**src/rtl/if_prefetch_queue_pkg.sv**
```systemverilog
// Shared fetch-stage definitions: widths, reset PC default and the
// prefetch queue entry layout.
package if_prefetch_queue_pkg;

   localparam int unsigned AW_DEF = 32;
   localparam int unsigned INST_W = 32;
   localparam logic [31:0] RESET_PC_DEF = 32'h0000_0000;

   // Entry layout, LSB first: misalign, inst, pc4, pc
   localparam int unsigned MIS_LSB  = 0;
   localparam int unsigned INST_LSB = 1;
   localparam int unsigned PC4_LSB  = INST_LSB + INST_W;

   function automatic int unsigned pc_lsb(input int unsigned aw);
      return PC4_LSB + aw;
   endfunction

   function automatic int unsigned entry_w(input int unsigned aw);
      return PC4_LSB + 2 * aw;
   endfunction

endpackage

```
**src/rtl/if_prefetch_queue_if.sv**
```systemverilog
// Fetch-stage bus bundle: IMEM request/response, MEM redirect and the
// decode-side valid/ready head.
interface if_prefetch_queue_if #(
   parameter int unsigned AW    = if_prefetch_queue_pkg::AW_DEF,
   parameter int unsigned DEPTH = 4
);

   logic                    MEM_PCSrc;
   logic [AW-1:0]           MEM_Btarg_or_Jtarg;
   logic                    imem_req;
   logic [AW-1:0]           imem_addr;
   logic [31:0]             imem_rdata;
   logic                    out_valid;
   logic                    out_ready;
   logic [AW-1:0]           out_pc;
   logic [AW-1:0]           out_pc4;
   logic [31:0]             out_inst;
   logic                    out_misalign;
   logic [$clog2(DEPTH):0]  count;

   modport master (
      input  MEM_PCSrc, MEM_Btarg_or_Jtarg, imem_rdata, out_ready,
      output imem_req, imem_addr, out_valid, out_pc, out_pc4, out_inst,
             out_misalign, count
   );

   modport slave (
      output MEM_PCSrc, MEM_Btarg_or_Jtarg, imem_rdata, out_ready,
      input  imem_req, imem_addr, out_valid, out_pc, out_pc4, out_inst,
             out_misalign, count
   );

endinterface

```
**src/rtl/if_prefetch_queue_fifo.sv**
```systemverilog
// DEPTH x WIDTH synchronous FIFO with synchronous clear and wrap-bit
// pointers; head is read straight from storage.
module if_fifo #(
   parameter int unsigned DEPTH = 4,
   parameter int unsigned WIDTH = 8
) (
   input  logic                   Clk,
   input  logic                   Clr,
   input  logic                   clear,
   input  logic                   push,
   input  logic                   pop,
   input  logic [WIDTH-1:0]       wdata,
   output logic [WIDTH-1:0]       head,
   output logic [$clog2(DEPTH):0] count,
   output logic                   empty
);

   localparam int unsigned PW   = $clog2(DEPTH);
   localparam int unsigned PTRW = PW + 1;

   logic [PW:0]      wptr, rptr;
   logic [WIDTH-1:0] mem [DEPTH];
   logic             full;

   assign count = wptr - rptr;
   assign empty = (wptr == rptr);
   assign full  = (wptr[PW] != rptr[PW]) && (wptr[PW-1:0] == rptr[PW-1:0]);
   assign head  = mem[rptr[PW-1:0]];

   always_ff @(posedge Clk or posedge Clr) begin
      if (Clr) begin
         wptr <= '0;
         rptr <= '0;
      end else if (clear) begin
         wptr <= '0;
         rptr <= '0;
      end else begin
         if (push) wptr <= wptr + PTRW'(1);
         if (pop)  rptr <= rptr + PTRW'(1);
      end
   end

   always_ff @(posedge Clk or posedge Clr) begin
      if (Clr) begin
         for (int unsigned i = 0; i < DEPTH; i++) mem[i] <= '0;
      end else if (push && !clear) begin
         mem[wptr[PW-1:0]] <= wdata;
      end
   end

   a_no_push_when_full: assert property (@(posedge Clk) disable iff (Clr)
      !(push && full && !clear));

endmodule

```
**src/rtl/if_prefetch_queue.sv**
```systemverilog
// Instruction fetch with decoupled prefetch queue: one IMEM request per cycle
// while space remains, {pc, pc4, inst, misalign} buffered for decode.
module if_prefetch_queue
   import if_prefetch_queue_pkg::*;
#(
   parameter int unsigned   DEPTH    = 4,
   parameter int unsigned   AW       = AW_DEF,
   parameter logic [AW-1:0] RESET_PC = AW'(RESET_PC_DEF)
) (
   input logic                 Clk,
   input logic                 Clr,
   if_prefetch_queue_if.master bus
);

   localparam int unsigned CW     = $clog2(DEPTH) + 1;
   localparam int unsigned OW     = CW + 1;
   localparam int unsigned EW     = entry_w(AW);
   localparam int unsigned PC_LSB = pc_lsb(AW);

   logic [AW-1:0] fetch_pc;
   logic [AW-1:0] inflight_pc;
   logic          inflight;
   logic          push, pop, empty;
   logic [CW-1:0] count;
   logic [OW-1:0] occ;
   logic [EW-1:0] wr_entry, head;

   assign pop  = ~empty & bus.out_ready & ~bus.MEM_PCSrc;
   assign push = inflight & ~bus.MEM_PCSrc;

   // Slots already committed (stored + outstanding) after this cycle's pop
   assign occ = {1'b0, count} + OW'(inflight) - OW'(pop);

   assign bus.imem_req  = ~Clr & (bus.MEM_PCSrc | (occ < OW'(DEPTH)));
   assign bus.imem_addr = bus.MEM_PCSrc ? bus.MEM_Btarg_or_Jtarg : fetch_pc;

   assign wr_entry = {inflight_pc, inflight_pc + AW'(4), bus.imem_rdata,
                      |inflight_pc[1:0]};

   always_ff @(posedge Clk or posedge Clr) begin
      if (Clr) begin
         fetch_pc    <= RESET_PC;
         inflight    <= 1'b0;
         inflight_pc <= '0;
      end else if (bus.MEM_PCSrc) begin
         inflight    <= 1'b1;
         inflight_pc <= bus.MEM_Btarg_or_Jtarg;
         fetch_pc    <= bus.MEM_Btarg_or_Jtarg + AW'(4);
      end else begin
         inflight <= bus.imem_req;
         if (bus.imem_req) begin
            inflight_pc <= fetch_pc;
            fetch_pc    <= fetch_pc + AW'(4);
         end
      end
   end

   if_fifo #(
      .DEPTH (DEPTH),
      .WIDTH (EW)
   ) u_fifo (
      .Clk   (Clk),
      .Clr   (Clr),
      .clear (bus.MEM_PCSrc),
      .push  (push),
      .pop   (pop),
      .wdata (wr_entry),
      .head  (head),
      .count (count),
      .empty (empty)
   );

   assign bus.out_valid    = ~empty;
   assign bus.count        = count;
   assign bus.out_pc       = head[PC_LSB +: AW];
   assign bus.out_pc4      = head[PC4_LSB +: AW];
   assign bus.out_inst     = head[INST_LSB +: INST_W];
   assign bus.out_misalign = head[MIS_LSB];

endmodule

```
**src/flat_wrapper.sv**
```systemverilog
// flat-port wrapper written by rule: the top's interface ports become plain ports
module if_prefetch_queue_flat import if_prefetch_queue_pkg::*;
#(
   parameter int unsigned   DEPTH    = 4,
   parameter int unsigned   AW       = AW_DEF,
   parameter logic [AW-1:0] RESET_PC = AW'(RESET_PC_DEF)
)
  (Clk, Clr, bus_MEM_PCSrc, bus_MEM_Btarg_or_Jtarg, bus_imem_rdata, bus_out_ready, bus_imem_req, bus_imem_addr, bus_out_valid, bus_out_pc, bus_out_pc4, bus_out_inst, bus_out_misalign, bus_count);
  if_prefetch_queue_if #(.AW(AW), .DEPTH(DEPTH)) bus_i ();
  input logic Clk;
  input logic Clr;
  input wire logic [$bits(bus_i.MEM_PCSrc)-1:0] bus_MEM_PCSrc;
  input wire logic [$bits(bus_i.MEM_Btarg_or_Jtarg)-1:0] bus_MEM_Btarg_or_Jtarg;
  input wire logic [$bits(bus_i.imem_rdata)-1:0] bus_imem_rdata;
  input wire logic [$bits(bus_i.out_ready)-1:0] bus_out_ready;
  output wire logic [$bits(bus_i.imem_req)-1:0] bus_imem_req;
  output wire logic [$bits(bus_i.imem_addr)-1:0] bus_imem_addr;
  output wire logic [$bits(bus_i.out_valid)-1:0] bus_out_valid;
  output wire logic [$bits(bus_i.out_pc)-1:0] bus_out_pc;
  output wire logic [$bits(bus_i.out_pc4)-1:0] bus_out_pc4;
  output wire logic [$bits(bus_i.out_inst)-1:0] bus_out_inst;
  output wire logic [$bits(bus_i.out_misalign)-1:0] bus_out_misalign;
  output wire logic [$bits(bus_i.count)-1:0] bus_count;
  assign bus_i.MEM_PCSrc = bus_MEM_PCSrc;
  assign bus_i.MEM_Btarg_or_Jtarg = bus_MEM_Btarg_or_Jtarg;
  assign bus_i.imem_rdata = bus_imem_rdata;
  assign bus_i.out_ready = bus_out_ready;
  assign bus_imem_req = bus_i.imem_req;
  assign bus_imem_addr = bus_i.imem_addr;
  assign bus_out_valid = bus_i.out_valid;
  assign bus_out_pc = bus_i.out_pc;
  assign bus_out_pc4 = bus_i.out_pc4;
  assign bus_out_inst = bus_i.out_inst;
  assign bus_out_misalign = bus_i.out_misalign;
  assign bus_count = bus_i.count;
  if_prefetch_queue #(.DEPTH(DEPTH), .AW(AW), .RESET_PC(RESET_PC)) u_core (.Clk(Clk), .Clr(Clr), .bus(bus_i));
endmodule
```
**config.mk**
```make
export PLATFORM = sky130hd
export DESIGN_NAME = if_prefetch_queue_flat
export DESIGN_NICKNAME = d
export VERILOG_FILES = /design/src/rtl/if_prefetch_queue_pkg.sv /design/src/rtl/if_prefetch_queue_if.sv /design/src/rtl/if_prefetch_queue_fifo.sv /design/src/rtl/if_prefetch_queue.sv /design/src/flat_wrapper.sv
export SDC_FILE = /design/constraint.sdc
export NUM_CORES = 1
export LEC_CHECK = 0
export BUFFER_PORTS_ARGS = -buffer_cell sky130_fd_sc_hd__buf_2
export CAP_MARGIN = 20
export CORE_ASPECT_RATIO = 0.9
export CORE_MARGIN = 2
export CORE_UTILIZATION = 64
export DETAILED_ROUTE_END_ITERATION = 7
export GPL_ROUTABILITY_DRIVEN = 0
export GPL_TIMING_DRIVEN = 0
export PLACE_DENSITY = 0.94
export SLEW_MARGIN = 20
export SYNTH_ARGS = -nofsm -noshare
export SYNTH_HDL_FRONTEND = slang
export SYNTH_SLANG_ARGS = --single-unit
export TNS_END_PERCENT = 1
```
**constraint.sdc**
```tcl
create_clock -name Clk -period 21.5 [get_ports Clk]
set_clock_uncertainty 0.15 [all_clocks]
set_input_delay 1.075 -clock Clk [delete_from_list [all_inputs] [get_ports Clk]]
set_output_delay 1.075 -clock Clk [all_outputs]
set_load 0.01 [all_outputs]
```
==> run metrics, run 1 <==
Final Instance Area=roughly 0.024 mm2; Cell Pwr Density=about 170 mW/mm2; CTS tree=built; RSZ-0062 raised after global routing=no; die area=roughly 0.034 mm2; vias in the first global route=16481; clk sink count=approximately 450; buffers plus inverters on the worst setup path=7; class of the worst hold path=register to register; CP peak stage delay=about 0.8 ns; initial antenna violation count=1; layout cells sized above 1=35.0%; post-route insts no fill=2315; yosys warns=0; Critical Path End Type=primary output; final core area utilization=75.0%; Clk Latency, worst-skew pair=around 0.57 ns; number of flops mapped to enable cells by yosys=0; DR iter-0 viols=1989; cts bufs inserted=between 40 and 50; maximum VDD drop=0.104 mV; WHS=0.332 ns; leakage=10.6 nW; area post-placement=0.0223 mm2; syn_nets=around 1700; Worst-Margin Slew=1.07 ns; setup TNS=0 ns; crit path kind=register to primary output; max-slew violation count=0; outcome=complete, no violations; NumNets Final=1947; Clock H-tree levels=2; Area Growth Syn to Fin=15.5%; min Tclk post-route=7.24 ns; Final setup viols=0; Clk pwr share=between 20 and 25%; clk slew on worst S/H paths=roughly 0.06 ns; CP Cell Sequence=clkbuf_1 -> clkbuf_1 -> buf_1 -> inv_1 -> ha_1 -> nand3_1 -> nand2_1 -> nor2_1 -> ha_1 -> inv_1 -> ha_1 -> and3b_1 -> clkbuf_1 -> nor4b_1 -> o21ai_0 -> a21oi_1 -> buf_2; synthesized cell area=about 0.021 mm2; post-route ant nets=0; switching portion of total power=38.5%; placed cells=about 2200; DIE HEIGHT=approximately 170 um; most common cell after layout, fill and taps aside=dfrtp_1; Critical Path AT=between 6 and 7 ns; commonest non-fill, non-tap cells in the layout=dfrtp_1, mux2_2, buf_2, nand2_1, o21ai_0; Filler cells=1723; IO Pins=202; Cell Rows=just over 60; post-cts repair resize count=0; die outline width=just under 200 um; WL final=60700 um; max cap viols=0; Pint=approximately 2.5 mW; maximum buffer depth of the clock tree=3; DRC viols=0; Synth Instances=roughly 1600; Async S/R FF share, synth=between 90% and 100%; Seq pwr share=around 37%; largest net degree at the start of global routing=~120; Setup Buffers After CTS=0; HPWL after DPL=38400 um; CORE AREA=~0.032 mm2; initial core utilization=between 60 and 70%; vias per cell=about 7; CP delay by family, top=buffers and inverters; Seq cells post-synth=around 450; Slew headroom=roughly 29%; Pre-Repair DR Iteration Count=7; Avg WL per Cell=roughly 26 um; register area share after synthesis=54.5%; WP data required=between 20 and 25 ns; Root Driver=clkbuf_16; Max FO, Critical Path=10; Worst path slowest cell=buf_1; Sw Pwr=1.59 mW; final global-route overflow total=0; combinational share of power=42.3%; Worst setup SP type=register; period utilization=around 34%; port bufs=200; syn avg cell area=12.8 um2; Unique masters post-synth=64; vias post-DR=15754; global-route wire length before repair=95100 um; Synth Flop Type=dfrtp_1; Tot GR Track Use=36.4%; final count of hold timing violations=0; Post-CTS Hold Fix Bufs=0; fmax=between 100 and 150 MHz
metrics by stage:
stage	setup WS [ns]	total power, mW
final	14.26	4.14
after detailed placement	15.33	3.18
after CTS	14.59	4.08
after floorplan	7.69	2.57
after global routing	14.13	4.31
after global placement	3.91	3.04
cells in the mapped netlist (3+ instances only):
| cell type | number | area share [%] |
|---|---|---|
| dfrtp_1 | 451 | 54 |
| mux2_2 | 259 | 14 |
| nand2_1 | 185 | 3.4 |
| o21ai_0 | 139 | 3.4 |
| mux4_2 | 95 | 10 |
| clkbuf_1 | 90 | 1.6 |
| nor2_1 | 55 | 1.0 |
| a21oi_1 | 44 | 1.1 |
| inv_1 | 37 | 0.67 |
| xnor2_1 | 36 | 1.5 |
| nand3_1 | 27 | 0.65 |
| mux2i_1 | 19 | 0.92 |
| nand4_1 | 14 | 0.42 |
| nor3_1 | 14 | 0.34 |
| xor2_1 | 14 | 0.59 |
| buf_2 | 12 | 0.29 |
| ha_1 | 12 | 0.73 |
| buf_1 | 9 | 0.16 |
| nor4_1 | 9 | 0.27 |
| nand3b_1 | 8 | 0.29 |
| o21ai_1 | 8 | 0.19 |
| buf_4 | 7 | 0.25 |
| o31a_1 | 6 | 0.25 |
| o31ai_1 | 6 | 0.22 |
| and4_1 | 5 | 0.21 |
| mux2_1 | 4 | 0.22 |
| a22oi_1 | 3 | 0.11 |
| and3_1 | 3 | 0.091 |
| o21a_1 | 3 | 0.11 |
per-layer routing:
layer / global-route usage [%] / wire, um
met5: 0 / 0
met4: 19.6 / 3650
met3: 9.50 / 6950
met2: 57.2 / 28600
met1: 47.3 / 21500
worst min-delay path: stages (launching register included):
cell and delay (ns):
dfrtp_1 0.34, nand2_1 0.05, o21ai_0 0.06
final cells by class:
| type | instances | area [um2] | share of cell area (%) |
|---|---|---|---|
| antenna | 1 | 2.50 | 0.0105 |
| buffer | 119 | 495 | 2.07 |
| clock buffer | 59 | 1260 | 5.26 |
| clock inverter | 19 | 308 | 1.29 |
| inverter | 39 | 154 | 0.643 |
| multi-input combinational | 1007 | 8780 | 36.7 |
| sequential | 451 | 11300 | 47.2 |
| tap | 416 | 520 | 2.18 |
| timing repair buffer | 204 | 1110 | 4.65 |
path summary, 6_finish.rpt:
path,start,endpoint,slack [ns],cells past startpoint
worst max-delay path,u_core.u_fifo.rptr[1],bus_imem_req,14.26,17
worst min-delay path,u_core.u_fifo.mem[156],u_core.u_fifo.mem[156],0.33,2
worst max register to register,u_core.u_fifo.rptr[1],u_core.inflight_pc[12],15.20,18
worst min register to register,u_core.u_fifo.mem[156],u_core.u_fifo.mem[156],0.33,2
max in group asynchronous,Clr,u_core.u_fifo.mem[208],19.25,4
min in group asynchronous,Clr,u_core.u_fifo.wptr[2],0.48,2
registers in the layout, summed over array words and instances (netlist names):
register	flops
u_core.u_fifo.mem	380
u_core.fetch_pc	32
u_core.inflight_pc	32
u_core.u_fifo.rptr	3
u_core.u_fifo.wptr	3
u_core.inflight	1
kinds of logic (layout without fill, tap and decap cells):
| kind of cell | after synthesis | after routing | synth area share [%] |
|---|---|---|---|
| AO/OA/AOI/OAI | 228 | 228 | 6.29 |
| XOR/XNOR | 51 | 51 | 2.22 |
| adder cells (fa/ha/maj) | 13 | 13 | 0.822 |
| buffers and inverters | 158 | 440 | 3.10 |
| flip-flops | 451 | 451 | 54.5 |
| multiplexers | 378 | 378 | 25.6 |
| other | 0 | 1 | 0 |
| AND/OR/NAND/NOR | 337 | 337 | 7.45 |
power groups by stage:
stage	Combinational [mW]	Clock [mW]	Sequential [mW]
2_1_floorplan	1.15	0	1.42
3_3_place_gp	1.57	0	1.47
3_5_place_dp	1.66	0	1.51
4_1_cts	1.72	0.841	1.52
5_1_grt	1.86	0.876	1.57
6_report	1.75	0.846	1.54
(Power assumes the default switching activity.)
==> inputs of run 2 (changes only) <==
--- a/config.mk
+++ b/config.mk
@@ -9,11 +9,11 @@
 export CAP_MARGIN = 20
 export CORE_ASPECT_RATIO = 0.9
 export CORE_MARGIN = 2
-export CORE_UTILIZATION = 64
+export CORE_UTILIZATION = 54
 export DETAILED_ROUTE_END_ITERATION = 7
 export GPL_ROUTABILITY_DRIVEN = 0
 export GPL_TIMING_DRIVEN = 0
-export PLACE_DENSITY = 0.94
+export PLACE_DENSITY = 0.86
 export SLEW_MARGIN = 20
 export SYNTH_ARGS = -nofsm -noshare
 export SYNTH_HDL_FRONTEND = slang
==> constraint.sdc (replaced) <==
create_clock -name Clk -period 6.6 [get_ports Clk]
set_clock_uncertainty 0.15 [all_clocks]
set_input_delay 0.33 -clock Clk [delete_from_list [all_inputs] [get_ports Clk]]
set_output_delay 0.33 -clock Clk [all_outputs]
set_load 0.01 [all_outputs]
==> run metrics, run 2 (synthesis gave the netlist of run 1 again) <==
post-route ant nets=0; CTS tree=built; initial core utilization=54.3%; CP peak stage delay=roughly 0.67 ns; class of the worst hold path=input pin to register; most common cell after layout, fill and taps aside=dfrtp_1; WL final=around 56000 um; Worst Hold Path EP=u_core.fetch_pc[10]; crit path kind=register to primary output; DR iter-0 viols=approximately 1500; number of flip-flops in the largest register=380; largest net degree at the start of global routing=38; Setup Buffers After CTS=0; fmax=~160 MHz; Reg2Reg Setup Slack=roughly 0.54 ns; max cap viols=0; Max FO, Critical Path=10; layout cells sized above 1=roughly a third; leakage=between 10 and 15 nW; global-route wire length before repair=87600 um; Critical Path AT=5.74 ns; die area=approximately 0.04 mm2; Clk Latency, worst-skew pair=roughly 0.56 ns; maximum buffer depth of the clock tree=3; outcome=complete, no violations; cts bufs inserted=46; commonest non-fill, non-tap cells in the layout=dfrtp_1, mux2_2, buf_2, nand2_1, o21ai_0; period utilization=about 94%; Hold Startpoint=bus_MEM_Btarg_or_Jtarg[10]; ant diodes=0; Worst setup SP type=register; Worst path slowest cell=buf_1; Stages on worst setup path=17; Crit Reg-Reg Endpoint=u_core.inflight_pc[2]; port bufs=200; Area Growth Syn to Fin=18.7%; post-route insts no fill=between 2000 and 2500; CP delay by family, top=buffers and inverters; Critical Path End Type=primary output; Biggest register=u_core.u_fifo.mem; placed cells=~2300; Clock H-tree levels=2; vias in the first global route=between 15000 and 20000; Tot GR Track Use=28.4%; vias per cell=6.17; die outline width=210 um; NumNets Final=1996; Pre-Repair DR Iteration Count=6; IO Pins=202; Final setup viols=0; final count of hold timing violations=0; clk slew on worst S/H paths=around 0.06 ns; clk sink count=~450; Slew headroom=33.8%; Pwr Total=13.2 mW; Root Driver=clkbuf_16; CORE AREA=0.0381 mm2; Cell Pwr Density=538 mW/mm2; min Tclk post-route=about 6.2 ns; initial antenna violation count=0; R2R Path Start=u_core.u_fifo.rptr[1]; Avg WL per Cell=around 23 um; RSZ-0062 raised after global routing=no; DRC viols=0; Hold Path Depth=3; HPWL after DPL=~39000 um; r2r worst-path depth=14; maximum VDD drop=~0.26 mV; WP data required=6.12 ns; buffers plus inverters on the worst setup path=7; Cell Rows=just under 70; max-slew violation count=0; CP Cell Sequence=clkbuf_1 -> clkbuf_1 -> buf_1 -> inv_1 -> ha_1 -> nand3_1 -> nand2_1 -> nor2_1 -> ha_1 -> inv_1 -> ha_1 -> and3b_1 -> clkbuf_1 -> nor4b_1 -> o21ai_0 -> a21oi_1 -> buf_2; vias post-DR=about 15000; Worst-Margin Slew=a little under 1 ns; final global-route overflow total=0; DIE HEIGHT=approximately 190 um; top flop regs=u_core.u_fifo.mem: 380 flops, u_core.fetch_pc: 32 flops, u_core.inflight_pc: 32 flops
[run 2: cell types whose count changed in the layout (fill, tap and decap cells not counted), sizes merged]
cell and change:
dlygate4sd3 +37, buf +10, diode -1, bufinv -3, clkbuf +8, inv -2, clkinvlp -1
[run 2: layout make-up]
cell class / instances / area (um2)
Timing Repair Buffer: 251 / 1660
Clock buffer: 67 / 1390
Multi-Input combinational cell: 1007 / 8780
Inverter: 39 / 150
Clock inverter: 13 / 201
Buffer: 119 / 495
Tap cell: 490 / 613
Sequential cell: 451 / 11300
Fill cell: 2656 / 13500
[run 2: timing repair]
action	4_1_cts	5_1_grt
hold buffers	37	0
resized for setup	0	0
hold endpoints to repair	225	0
[run 2: per-stage QoR]
stage          util [%]  instance area, um2  setup WS (ns)  hold slack (ns)  setup TNS (ns)
2_1_floorplan         -               20700          -2.55            0.295         -152.25
3_3_place_gp       58.6               22300          -5.24            0.306        -1240.00
3_5_place_dp       59.3               22600          0.722            0.221               0
4_1_cts            64.5               24600          0.575          0.00551               0
5_1_grt            64.5               24600          0.270           0.0122               0
6_report           64.5               24600          0.382           0.0256               0
[run 2: worst min-delay path: stages]
cell and delay [ns]:
buf_2 0.13, xnor2_1 0.13, a211o_1 0.12
[run 2: how the worst max path moves through the flow]
stage / slack, ns / end / start
CTS: 0.57 / bus_imem_req / u_core.u_fifo.rptr[1]
floorplan: -2.55 / u_core.inflight_pc[0] / Clr
global placement: -5.24 / u_core.fetch_pc[17] / Clr
detailed placement: 0.72 / u_core.inflight_pc[6] / u_core.u_fifo.rptr[1]
finish: 0.38 / bus_imem_req / u_core.u_fifo.rptr[1]
global route: 0.27 / bus_imem_req / u_core.u_fifo.rptr[1]
[run 2: report_power, final]
part	leakage, nW	total [mW]	internal, mW	switching (mW)
combinational	4.54	5.55	2.56	2.99
clock	0.788	2.75	1.66	1.09
sequential	5.51	4.93	4.11	0.821
[run 2: routing by layer]
metal / up-vias / part of all wire, % / wire (um) / global-route usage [%]
met2: 770 / 48 / 26800 / 45.5
met5: - / 0 / 0 / 0
met3: 157 / 7.9 / 4410 / 5.38
li1: 6398 / - / - / -
met1: 7710 / 40 / 22500 / 38.5
met4: 0 / 4.3 / 2410 / 12.3
